==> src/rtl/hand_score_bcd.sv <==
// rtl/hand_score_bcd.sv - per-hand blackjack scoring with BCD digit outputs
//
// Purpose:
//   Accepts dealt cards tagged with a hand (dealer, P1, P2) and keeps a
//   saturating hard total and an ace flag for each hand. After each accepted
//   card the selected hand's best ("max") and alternate ("min") totals are
//   converted to tens/ones digits. The conversion is iterative: 4 cycles for
//   max, then 4 for min. Both digit pairs are then written to the outputs
//   together in a single cycle.
//
// Optional build macro:
//   HAND_SCORE_DEALER_HINT_EN - adds the registered output dealer_must_hit,
//   which is 1 while the dealer's best total is below DEALER_STAND.
//
// Ports:
//   iCLK_50MHZ      in   1  system clock
//   iRST            in   1  asynchronous active-high reset
//   clear_hands     in   1  zero all hands; overrides everything else
//   card_valid      in   1  card present this cycle
//   card_ready      out  1  block can accept a card (IDLE and no clear)
//   card_rank       in   4  1=Ace, 2..10 pip, 11..13 face; 0/14/15 dropped
//   player_sel      in   2  0=dealer, 1=P1, 2=P2; 3 dropped
//   dmax_tens/ones  out  4  dealer best total digits
//   p1max_*/p2max_* out  4  player best total digits
//   p1min_*/p2min_* out  4  player alternate total digits (0/0 if none)
//   busy            out  1  score conversion/update in progress
//   dealer_must_hit out  1  (macro only) dealer best total < DEALER_STAND

module hand_score_bcd #(
    parameter int WIN_LIMIT    = 21,
    parameter int SAT_LIMIT    = 31,
    parameter int DEALER_STAND = 17
) (
    input  logic       iCLK_50MHZ,
    input  logic       iRST,
    input  logic       clear_hands,
    input  logic       card_valid,
    output logic       card_ready,
    input  logic [3:0] card_rank,
    input  logic [1:0] player_sel,
    output logic [3:0] dmax_tens,
    output logic [3:0] dmax_ones,
    output logic [3:0] p1max_tens,
    output logic [3:0] p1max_ones,
    output logic [3:0] p1min_tens,
    output logic [3:0] p1min_ones,
    output logic [3:0] p2max_tens,
    output logic [3:0] p2max_ones,
    output logic [3:0] p2min_tens,
    output logic [3:0] p2min_ones,
    output logic       busy
`ifdef HAND_SCORE_DEALER_HINT_EN
    ,
    output logic       dealer_must_hit
`endif
);

    // Totals are held in 5 bits; larger limits cannot be represented.
    if (SAT_LIMIT > 31 || WIN_LIMIT + 10 > 31 || DEALER_STAND > 31) begin : g_bad_params
        $error("hand_score_bcd: limit parameters must fit in 5 bits");
    end

    localparam logic [5:0] LP_SAT6 = 6'(SAT_LIMIT);
    localparam logic [4:0] LP_SAT5 = 5'(SAT_LIMIT);
    localparam logic [5:0] LP_WIN6 = 6'(WIN_LIMIT);

    typedef enum logic [2:0] {
        S_IDLE,
        S_ADD,
        S_CONV_MAX,
        S_CONV_MIN,
        S_UPDATE
    } state_t;

    state_t     r_state;
    state_t     w_next;
    logic [1:0] r_cnt;

    // Per-hand running state
    logic [4:0] r_hard_d;
    logic [4:0] r_hard_p1;
    logic [4:0] r_hard_p2;
    logic [2:0] r_ace;

    // Captured card
    logic [1:0] r_sel;
    logic [3:0] r_val;
    logic       r_is_ace;

    // Conversion datapath
    logic [4:0] r_conv;
    logic [1:0] r_tens;
    logic [4:0] r_min_bin;
    logic [1:0] r_max_tens;
    logic [3:0] r_max_ones;

    // Output registers
    logic [3:0] r_dmax_tens;
    logic [3:0] r_dmax_ones;
    logic [3:0] r_p1max_tens;
    logic [3:0] r_p1max_ones;
    logic [3:0] r_p1min_tens;
    logic [3:0] r_p1min_ones;
    logic [3:0] r_p2max_tens;
    logic [3:0] r_p2max_ones;
    logic [3:0] r_p2min_tens;
    logic [3:0] r_p2min_ones;

`ifdef HAND_SCORE_DEALER_HINT_EN
    localparam logic [4:0] LP_STAND5 = 5'(DEALER_STAND);
    logic [4:0] r_max_bin;
    logic       r_must_hit;
`endif

    logic       w_rank_ok;
    logic       w_sel_ok;
    logic       w_accept;
    logic [4:0] w_cur_hard;
    logic       w_cur_ace;
    logic [5:0] w_sum6;
    logic [4:0] w_new_hard;
    logic       w_new_ace;
    logic [5:0] w_soft6;
    logic       w_soft_ok;
    logic [4:0] w_max;
    logic [4:0] w_min;
    logic       w_ge10;
    logic [4:0] w_step_conv;
    logic [1:0] w_step_tens;

    assign w_rank_ok = (card_rank >= 4'd1) && (card_rank <= 4'd13);
    assign w_sel_ok  = (player_sel != 2'd3);
    assign w_accept  = card_valid && card_ready && w_rank_ok && w_sel_ok;

    // ------------------------------------------------------------------
    // FSM: state register
    // ------------------------------------------------------------------
    always_ff @(posedge iCLK_50MHZ or posedge iRST) begin
        if (iRST) begin
            r_state <= S_IDLE;
        end else begin
            r_state <= w_next;
        end
    end

    // ------------------------------------------------------------------
    // FSM: next state and handshake outputs
    // busy covers the conversion and update cycles; the ADD cycle is
    // already covered by card_ready being low.
    // ------------------------------------------------------------------
    always_comb begin
        w_next     = r_state;
        card_ready = 1'b0;
        busy       = 1'b0;
        case (r_state)
            S_IDLE: begin
                card_ready = !clear_hands;
                if (w_accept) begin
                    w_next = S_ADD;
                end
            end
            S_ADD: begin
                w_next = S_CONV_MAX;
            end
            S_CONV_MAX: begin
                busy = 1'b1;
                if (r_cnt == 2'd3) begin
                    w_next = S_CONV_MIN;
                end
            end
            S_CONV_MIN: begin
                busy = 1'b1;
                if (r_cnt == 2'd3) begin
                    w_next = S_UPDATE;
                end
            end
            S_UPDATE: begin
                busy   = 1'b1;
                w_next = S_IDLE;
            end
            default: begin
                w_next = S_IDLE;
            end
        endcase
        if (clear_hands) begin
            w_next = S_IDLE;
        end
    end

    // ------------------------------------------------------------------
    // Hand arithmetic for the captured card
    // ------------------------------------------------------------------
    always_comb begin
        w_cur_hard = r_hard_d;
        w_cur_ace  = r_ace[0];
        case (r_sel)
            2'd1: begin
                w_cur_hard = r_hard_p1;
                w_cur_ace  = r_ace[1];
            end
            2'd2: begin
                w_cur_hard = r_hard_p2;
                w_cur_ace  = r_ace[2];
            end
            default: begin
                w_cur_hard = r_hard_d;
                w_cur_ace  = r_ace[0];
            end
        endcase
    end

    assign w_sum6     = {1'b0, w_cur_hard} + {2'b00, r_val};
    assign w_new_hard = (w_sum6 > LP_SAT6) ? LP_SAT5 : w_sum6[4:0];
    assign w_new_ace  = w_cur_ace | r_is_ace;

    // An ace may count as 11 only while that keeps the hand within the limit.
    assign w_soft6    = {1'b0, w_new_hard} + 6'd10;
    assign w_soft_ok  = w_new_ace && (w_soft6 <= LP_WIN6);
    assign w_max      = w_soft_ok ? w_soft6[4:0] : w_new_hard;
    assign w_min      = w_soft_ok ? w_new_hard   : 5'd0;

    // One compare/subtract step; four steps cover every value up to 31.
    assign w_ge10      = (r_conv >= 5'd10);
    assign w_step_conv = w_ge10 ? (r_conv - 5'd10) : r_conv;
    assign w_step_tens = w_ge10 ? (r_tens + 2'd1)  : r_tens;

    // ------------------------------------------------------------------
    // Datapath registers
    // ------------------------------------------------------------------
    always_ff @(posedge iCLK_50MHZ or posedge iRST) begin
        if (iRST) begin
            r_cnt        <= 2'd0;
            r_hard_d     <= 5'd0;
            r_hard_p1    <= 5'd0;
            r_hard_p2    <= 5'd0;
            r_ace        <= 3'b000;
            r_sel        <= 2'd0;
            r_val        <= 4'd0;
            r_is_ace     <= 1'b0;
            r_conv       <= 5'd0;
            r_tens       <= 2'd0;
            r_min_bin    <= 5'd0;
            r_max_tens   <= 2'd0;
            r_max_ones   <= 4'd0;
            r_dmax_tens  <= 4'd0;
            r_dmax_ones  <= 4'd0;
            r_p1max_tens <= 4'd0;
            r_p1max_ones <= 4'd0;
            r_p1min_tens <= 4'd0;
            r_p1min_ones <= 4'd0;
            r_p2max_tens <= 4'd0;
            r_p2max_ones <= 4'd0;
            r_p2min_tens <= 4'd0;
            r_p2min_ones <= 4'd0;
`ifdef HAND_SCORE_DEALER_HINT_EN
            r_max_bin    <= 5'd0;
            r_must_hit   <= 1'b1;
`endif
        end else if (clear_hands) begin
            r_cnt        <= 2'd0;
            r_hard_d     <= 5'd0;
            r_hard_p1    <= 5'd0;
            r_hard_p2    <= 5'd0;
            r_ace        <= 3'b000;
            r_dmax_tens  <= 4'd0;
            r_dmax_ones  <= 4'd0;
            r_p1max_tens <= 4'd0;
            r_p1max_ones <= 4'd0;
            r_p1min_tens <= 4'd0;
            r_p1min_ones <= 4'd0;
            r_p2max_tens <= 4'd0;
            r_p2max_ones <= 4'd0;
            r_p2min_tens <= 4'd0;
            r_p2min_ones <= 4'd0;
`ifdef HAND_SCORE_DEALER_HINT_EN
            r_must_hit   <= 1'b1;
`endif
        end else begin
            case (r_state)
                S_IDLE: begin
                    if (w_accept) begin
                        r_sel    <= player_sel;
                        r_val    <= (card_rank > 4'd10) ? 4'd10 : card_rank;
                        r_is_ace <= (card_rank == 4'd1);
                    end
                end
                S_ADD: begin
                    case (r_sel)
                        2'd1:    r_hard_p1 <= w_new_hard;
                        2'd2:    r_hard_p2 <= w_new_hard;
                        default: r_hard_d  <= w_new_hard;
                    endcase
                    r_ace[r_sel] <= w_new_ace;
                    r_conv       <= w_max;
                    r_tens       <= 2'd0;
                    r_min_bin    <= w_min;
                    r_cnt        <= 2'd0;
`ifdef HAND_SCORE_DEALER_HINT_EN
                    r_max_bin    <= w_max;
`endif
                end
                S_CONV_MAX: begin
                    r_cnt <= r_cnt + 2'd1;
                    if (r_cnt == 2'd3) begin
                        // Final step: bank the max digits and start on min.
                        r_max_tens <= w_step_tens;
                        r_max_ones <= w_step_conv[3:0];
                        r_conv     <= r_min_bin;
                        r_tens     <= 2'd0;
                    end else begin
                        r_conv <= w_step_conv;
                        r_tens <= w_step_tens;
                    end
                end
                S_CONV_MIN: begin
                    r_cnt  <= r_cnt + 2'd1;
                    r_conv <= w_step_conv;
                    r_tens <= w_step_tens;
                end
                S_UPDATE: begin
                    // The dealer's alternate total is not displayed.
                    case (r_sel)
                        2'd1: begin
                            r_p1max_tens <= {2'b00, r_max_tens};
                            r_p1max_ones <= r_max_ones;
                            r_p1min_tens <= {2'b00, r_tens};
                            r_p1min_ones <= r_conv[3:0];
                        end
                        2'd2: begin
                            r_p2max_tens <= {2'b00, r_max_tens};
                            r_p2max_ones <= r_max_ones;
                            r_p2min_tens <= {2'b00, r_tens};
                            r_p2min_ones <= r_conv[3:0];
                        end
                        default: begin
                            r_dmax_tens <= {2'b00, r_max_tens};
                            r_dmax_ones <= r_max_ones;
`ifdef HAND_SCORE_DEALER_HINT_EN
                            r_must_hit  <= (r_max_bin < LP_STAND5);
`endif
                        end
                    endcase
                end
                default: begin
                    r_cnt <= 2'd0;
                end
            endcase
        end
    end

    assign dmax_tens  = r_dmax_tens;
    assign dmax_ones  = r_dmax_ones;
    assign p1max_tens = r_p1max_tens;
    assign p1max_ones = r_p1max_ones;
    assign p1min_tens = r_p1min_tens;
    assign p1min_ones = r_p1min_ones;
    assign p2max_tens = r_p2max_tens;
    assign p2max_ones = r_p2max_ones;
    assign p2min_tens = r_p2min_tens;
    assign p2min_ones = r_p2min_ones;
`ifdef HAND_SCORE_DEALER_HINT_EN
    assign dealer_must_hit = r_must_hit;
`endif

endmodule

==> config.mk <==
export PLATFORM = sky130hd
export DESIGN_NAME = hand_score_bcd
export DESIGN_NICKNAME = d
export VERILOG_FILES = /design/src/rtl/hand_score_bcd.sv
export SDC_FILE = /design/constraint.sdc
export NUM_CORES = 1
export LEC_CHECK = 0
export ABC_AREA = 1
export CAP_MARGIN = 15
export CORE_MARGIN = 5
export CORE_UTILIZATION = 45
export CTS_BUF_LIST = sky130_fd_sc_hd__clkbuf_2 sky130_fd_sc_hd__clkbuf_4 sky130_fd_sc_hd__clkbuf_8
export DETAILED_ROUTE_END_ITERATION = 16
export PLACE_DENSITY = 0.67
export SLEW_MARGIN = 20
export SYNTH_ARGS = -nofsm -noshare
export SYNTH_HDL_FRONTEND = slang
export SYNTH_SLANG_ARGS = --single-unit
==> constraint.sdc <==
create_clock -name iCLK_50MHZ -period 4.4 [get_ports iCLK_50MHZ]
set_input_delay 0.66 -clock iCLK_50MHZ [delete_from_list [all_inputs] [get_ports iCLK_50MHZ]]
set_output_delay 0.66 -clock iCLK_50MHZ [all_outputs]
set_load 0.01 [all_outputs]
# Word-level counts from Yosys, hierarchy flattened
# Index checks and enable logic that the tools add are counted.
[totals]
inputBits = 10
reg_bits = 88
word_cells = 146
[classes]
bitwise = 2
n_lt_le_gt_ge = 8
addsub = 5
muxes = 65
reduce_logical = 28
n_eq_ne = 14
[ops]
columns = ["cell", "count"]
rows = [
  ["4-bit 2-to-1 mux", 31],
  ["5-bit 2-to-1 mux", 14],
  ["3-bit 2-to-1 mux", 6],
  ["2-bit AND reduction", 8],
  ["5-bit one-hot mux with 3 select lines", 1],
  ["3-bit one-hot mux with 4 select lines", 1],
  ["5-bit one-hot mux with 2 select lines", 1],
  ["3-bit inequality test (second input constant)", 3],
  ["3-bit AND reduction", 3],
  ["2-bit nonzero test", 4],
  ["5-bit by 4-bit adder with 6-bit output", 1],
  ["5-bit by 4-bit adder with 6-bit output (second input constant)", 1],
  ["3-bit by 2-bit equality test with 1-bit output (second input constant)", 2],
  ["6-bit by 5-bit > comparator with 1-bit output (second input constant)", 1],
  ["6-bit by 5-bit <= comparator with 1-bit output (second input constant)", 1],
  ["1-bit logical AND", 6],
  ["2-bit 2-to-1 mux", 3],
  ["2-bit one-hot mux with 3 select lines", 1],
  ["2-bit OR reduction", 3],
  ["5-bit by 4-bit >= comparator with 1-bit output (second input constant)", 1],
  ["5-bit by 4-bit subtractor with 5-bit output (second input constant)", 1],
  ["2-bit by 1-bit adder with 2-bit output (second input constant)", 2],
  ["2-bit equality test (second input constant)", 2],
  ["4-bit by 1-bit equality test with 1-bit output (second input constant)", 1],
  ["21 further kinds", 24],
]

# Longest topological paths before layout
[logic_depth]
word_depth = 10
depth_mapped = 25
ltp_nobuf = 25

# Worst setup path after synthesis
# Ideal clock, no wire load.
[synth_timing]
path_type = "register -> register"
startpoint = "register r_sel[0]"
endpoint = "register r_conv[1]"
setup_ns = 0.088
required_ns = 4.312
stages_incl_launch_ff = 25
arrival_ns = 3.366
n_path_buf = 1
slack_ns = 0.945
path_cell_list = "dfrtp_1 inv_1 ha_1 clkbuf_1 o221ai_1 o21ai_0 inv_1 ha_1 nand2_1 nand3_1 nand2_1 nand2_1 nand2_4 inv_1 nor2_1 inv_1 ha_1 nand3_1 nand3_2 nand3_4 nand2_4 inv_1 ha_1 nand2_1 a41oi_1"
[synth_between]
elab_chain_len = 10
[synth_rtl]
columns = ["item", "line", "source"]
rows = [
  ["start: declaration", "86", "logic [1:0] r_sel;"],
  ["start signal: assignment", "282", "r_sel <= player_sel;"],
  ["2-bit equality test or 2-bit by 1-bit equality test with 1-bit output (tied branches)", "196", "case (r_sel)"],
  ["5-bit one-hot mux with 2 select lines", "196", ""],
  ["5-bit by 4-bit adder with 6-bit output", "212", "assign w_sum6 = {1'b0, w_cur_hard} + {2'b00, r_val};"],
  ["6-bit by 5-bit > comparator with 1-bit output", "213", "assign w_new_hard = (w_sum6 > LP_SAT6) ? LP_SAT5 : w_sum6[4:0];"],
  ["5-bit 2-to-1 mux", "213", ""],
  ["5-bit by 4-bit adder with 6-bit output", "217", "assign w_soft6 = {1'b0, w_new_hard} + 6'd10;"],
  ["6-bit by 5-bit <= comparator with 1-bit output", "218", "assign w_soft_ok = w_new_ace && (w_soft6 <= LP_WIN6);"],
  ["1-bit logical AND", "218", ""],
  ["5-bit 2-to-1 mux (*)", "219", "assign w_max = w_soft_ok ? w_soft6[4:0] : w_new_hard;"],
  ["5-bit one-hot mux with 3 select lines (*)", "279", "case (r_state)"],
  ["end signal: assignment", "294", "r_conv <= w_max;"],
  ["end signal: assignment", "308", "r_conv <= r_min_bin;"],
  ["end signal: assignment", "311", "r_conv <= w_step_conv;"],
  ["end: declaration", "91", "logic [4:0] r_conv;"],
]
# Every way passes the cells marked *; elsewhere a longest branch is shown, timed or not.
# A chain may end at the register's enable or synchronous reset.

# Worst setup path in the final report
# Ends and elaborated chain as after synthesis.

==> out/metrics.cfg <==
[clock_tree]
htreeDepth = 3
cts_setup_buffers = 0
root_buffer = clkbuf_8
clk_pin_slew_worst_paths_ps = 90
postCtsHoldBufs = 0
clkSinkCount = 78
cts_buffers = 9
clkLatencyLatePin_ps = 360
cts_resized = 0
clockBufferDepth = 2
cts_tree = built

[detailed_routing]
drc = 0
dr_total_vias = 3208
dr.pass1.iters = 4
viasPerCell = 5.14
finalWirelength_um = 8870
avgRoutedWirePerCell_um = 14.2
antenna_left = 0
drt_iter0_drc = 204

[sta]
setup_viol = 0
rsz0062_at_grt = no
max_freq_ghz = 0.256
drv_slew = 0
worstMarginPinSlew_ps = 909
finalCriticalPeriod_ps = 3910
finalHoldViolations = 0
finClkSkew_ps = 11.8
relSlewSlack_pct = 39.3
whs_ps = 474
period_share_pct = 88.9
setup_tns_ps = 0

[die]
rows = 34
fp.dieW_um = 104
initial_core_util_pct = 45.9
die-area_um2 = 10800
core-area_um2 = 8640
die_y_um = 104
io_pins = 52

[synth]
avgSynthCellArea_um2 = 8.53
synth-edff-count = 0
synthCells = 465
ys.flop_type = dfrtp_1
synthArstFlopShare_pct = 100
ys_ff_latch = 78
syn_area_um2 = 3970
ys_types = 44
ys_warn_count = 0
synth-seq-area-share_pct = 49.2

[pwr]
total_power_mw = 3.94
powerDensity_nw_per_um2 = 841
ir_drop_v = 0.000456
total_leakage_power_nw = 2.26

[global_routing]
grt_pass1_vias = 3202
grt-busiest-layer = met2
grt.total_usage_pct = 17.1
overflow = 0
grt_max_degree = 56
grt_pass1_wl_um = 15200
met3_usage_pct = 3.91
globalRouteMet1Util_pct = 22.6
met2_usage_pct = 27.0
antenna_found_initial = 0

[placed_design]
gp_congestion = 0.898
hpwlAfterDp_um = 6810
port_buffers = 41

[layout]
final_cell_mix = nand2_1, dfrtp_1, inv_1, clkdlybuf4s50_1, o21ai_0
num-nets-final = 534
drive_gt1_share_pct = 11.2
fillers = 798
final_common_cell = nand2_1
antenna_cells = 0
area_growth_syn_to_layout_pct = 18.2

[run_status]
outcome = completed

[worst_setup_path]
cp-start-kind = flop
endpoint_kind = flop
worstPathRequired_ps = 4630
cp_max_fo = 9
cp.arrival_ps = 4140
worstSetupPathType = flop to flop
r2r_cells = 22

[worst_hold_path]
whs_path_depth = 2
min_path_type = flop to flop

[run]
cap_violations = 0

-- critical path, cell delays in order (launching register included) --
cell and delay [ps]:
dfrtp_1 390, inv_1 110, ha_1 230, clkinv_1 240, o221ai_1 230, o21ai_0 110, inv_1 80, ha_1 170
inv_1 60, fa_1 390, xor2_1 190, inv_1 80, nor2_1 150, inv_1 90, ha_1 200, inv_1 70
nand3_2 110, a21oi_2 270, nand2_4 120, inv_1 70, ha_1 210, nand2_1 70, a41oi_1 120
-- where the power goes --
group	total (mW)	switching (mW)	internal, mW
Clock	0.618	0.290	0.328
Combinational	2.26	1.42	0.841
Sequential	1.06	0.131	0.928
-- kinds of logic (layout without fill, tap and decap cells) --
| family | Yosys count | count (layout) | share of synthesized area, % |
|---|---|---|---|
| and+or+nand+nor | 182 | 182 | 20.8 |
| AOI/OAI and AO/OA | 96 | 96 | 14.7 |
| buffers and inverters | 88 | 130 | 9.30 |
| DFF | 78 | 78 | 49.2 |
| adders and majority gates | 13 | 13 | 4.29 |
| xor gates and xnor gates | 5 | 5 | 1.10 |
| muxes | 2 | 2 | 0.568 |
| other | 1 | 10 | 0.0945 |
-- flip-flops by register name, indices dropped and copies added (netlist names), 5 cells and up --
signal / flops
r_conv: 5
r_hard_p2: 5
r_min_bin: 5
r_hard_d: 5
r_hard_p1: 5
-- layer usage --
layer / wire length, um / vias to the layer above
li1: - / 1604
met1: 4140 / 1508
met2: 4080 / 80
met3: 490 / 16
met4: 153 / 0
met5: 0 / -
-- worst paths after layout --
kind / slack, ps / startpoint / endpoint
setup reg to reg: 490 / r_sel[0] / r_conv[1]
hold / removal: 470 / p1min_ones[1] / p1min_ones[1]
hold reg to reg: 470 / p1min_ones[1] / p1min_ones[1]
max in group asynchronous: 2790 / iRST / r_hard_d[3]
min in group asynchronous: 790 / iRST / r_min_bin[3]
setup / recovery: 490 / r_sel[0] / r_conv[1]
-- cells in the mapped netlist, drive strengths merged, types with 2 or more instances --
| library cell | count | share of area (%) |
|---|---|---|
| a21oi | 14 | 1.9 |
| nand2 | 124 | 12 |
| o221ai | 4 | 0.88 |
| o21ai | 45 | 6.0 |
| o311ai | 2 | 0.63 |
| nand4 | 3 | 0.47 |
| dfrtp | 78 | 49 |
| or2 | 3 | 0.47 |
| nand3 | 21 | 3.5 |
| mux2 | 2 | 0.57 |
| clkinv | 2 | 0.19 |
| clkbuf | 6 | 0.57 |
| nor2 | 25 | 3.0 |
| inv | 69 | 6.5 |
| xor2 | 5 | 1.1 |
| o22ai | 21 | 3.3 |
| o31ai | 2 | 0.38 |
| nor3 | 4 | 0.50 |
| buf | 11 | 2.0 |
| ha | 12 | 3.8 |
-- cell type report --
class	instances	area [um^2]	share of cell area, %
tap	108	135	2.88
sequential	78	1950	41.6
inverter	71	268	5.71
multi-input combinational	308	1680	35.8
clock buffer	9	124	2.64
timing repair buffer	43	425	9.07
clock inverter	7	105	2.24
-- metrics by stage --
step / util, % / setup slack [ps] / instances / cell area [um^2]
global route: 54.3 / 92.5 / 624 / 4690
floorplan: - / 945 / 474 / 4000
finish: 54.3 / 489 / 624 / 4690
detailed placement: 51.6 / 514 / 608 / 4460
global placement: 51.6 / 772 / 608 / 4460
CTS: 54.3 / 530 / 624 / 4690
No activity file was read; power rests on OpenSTA's default activity.
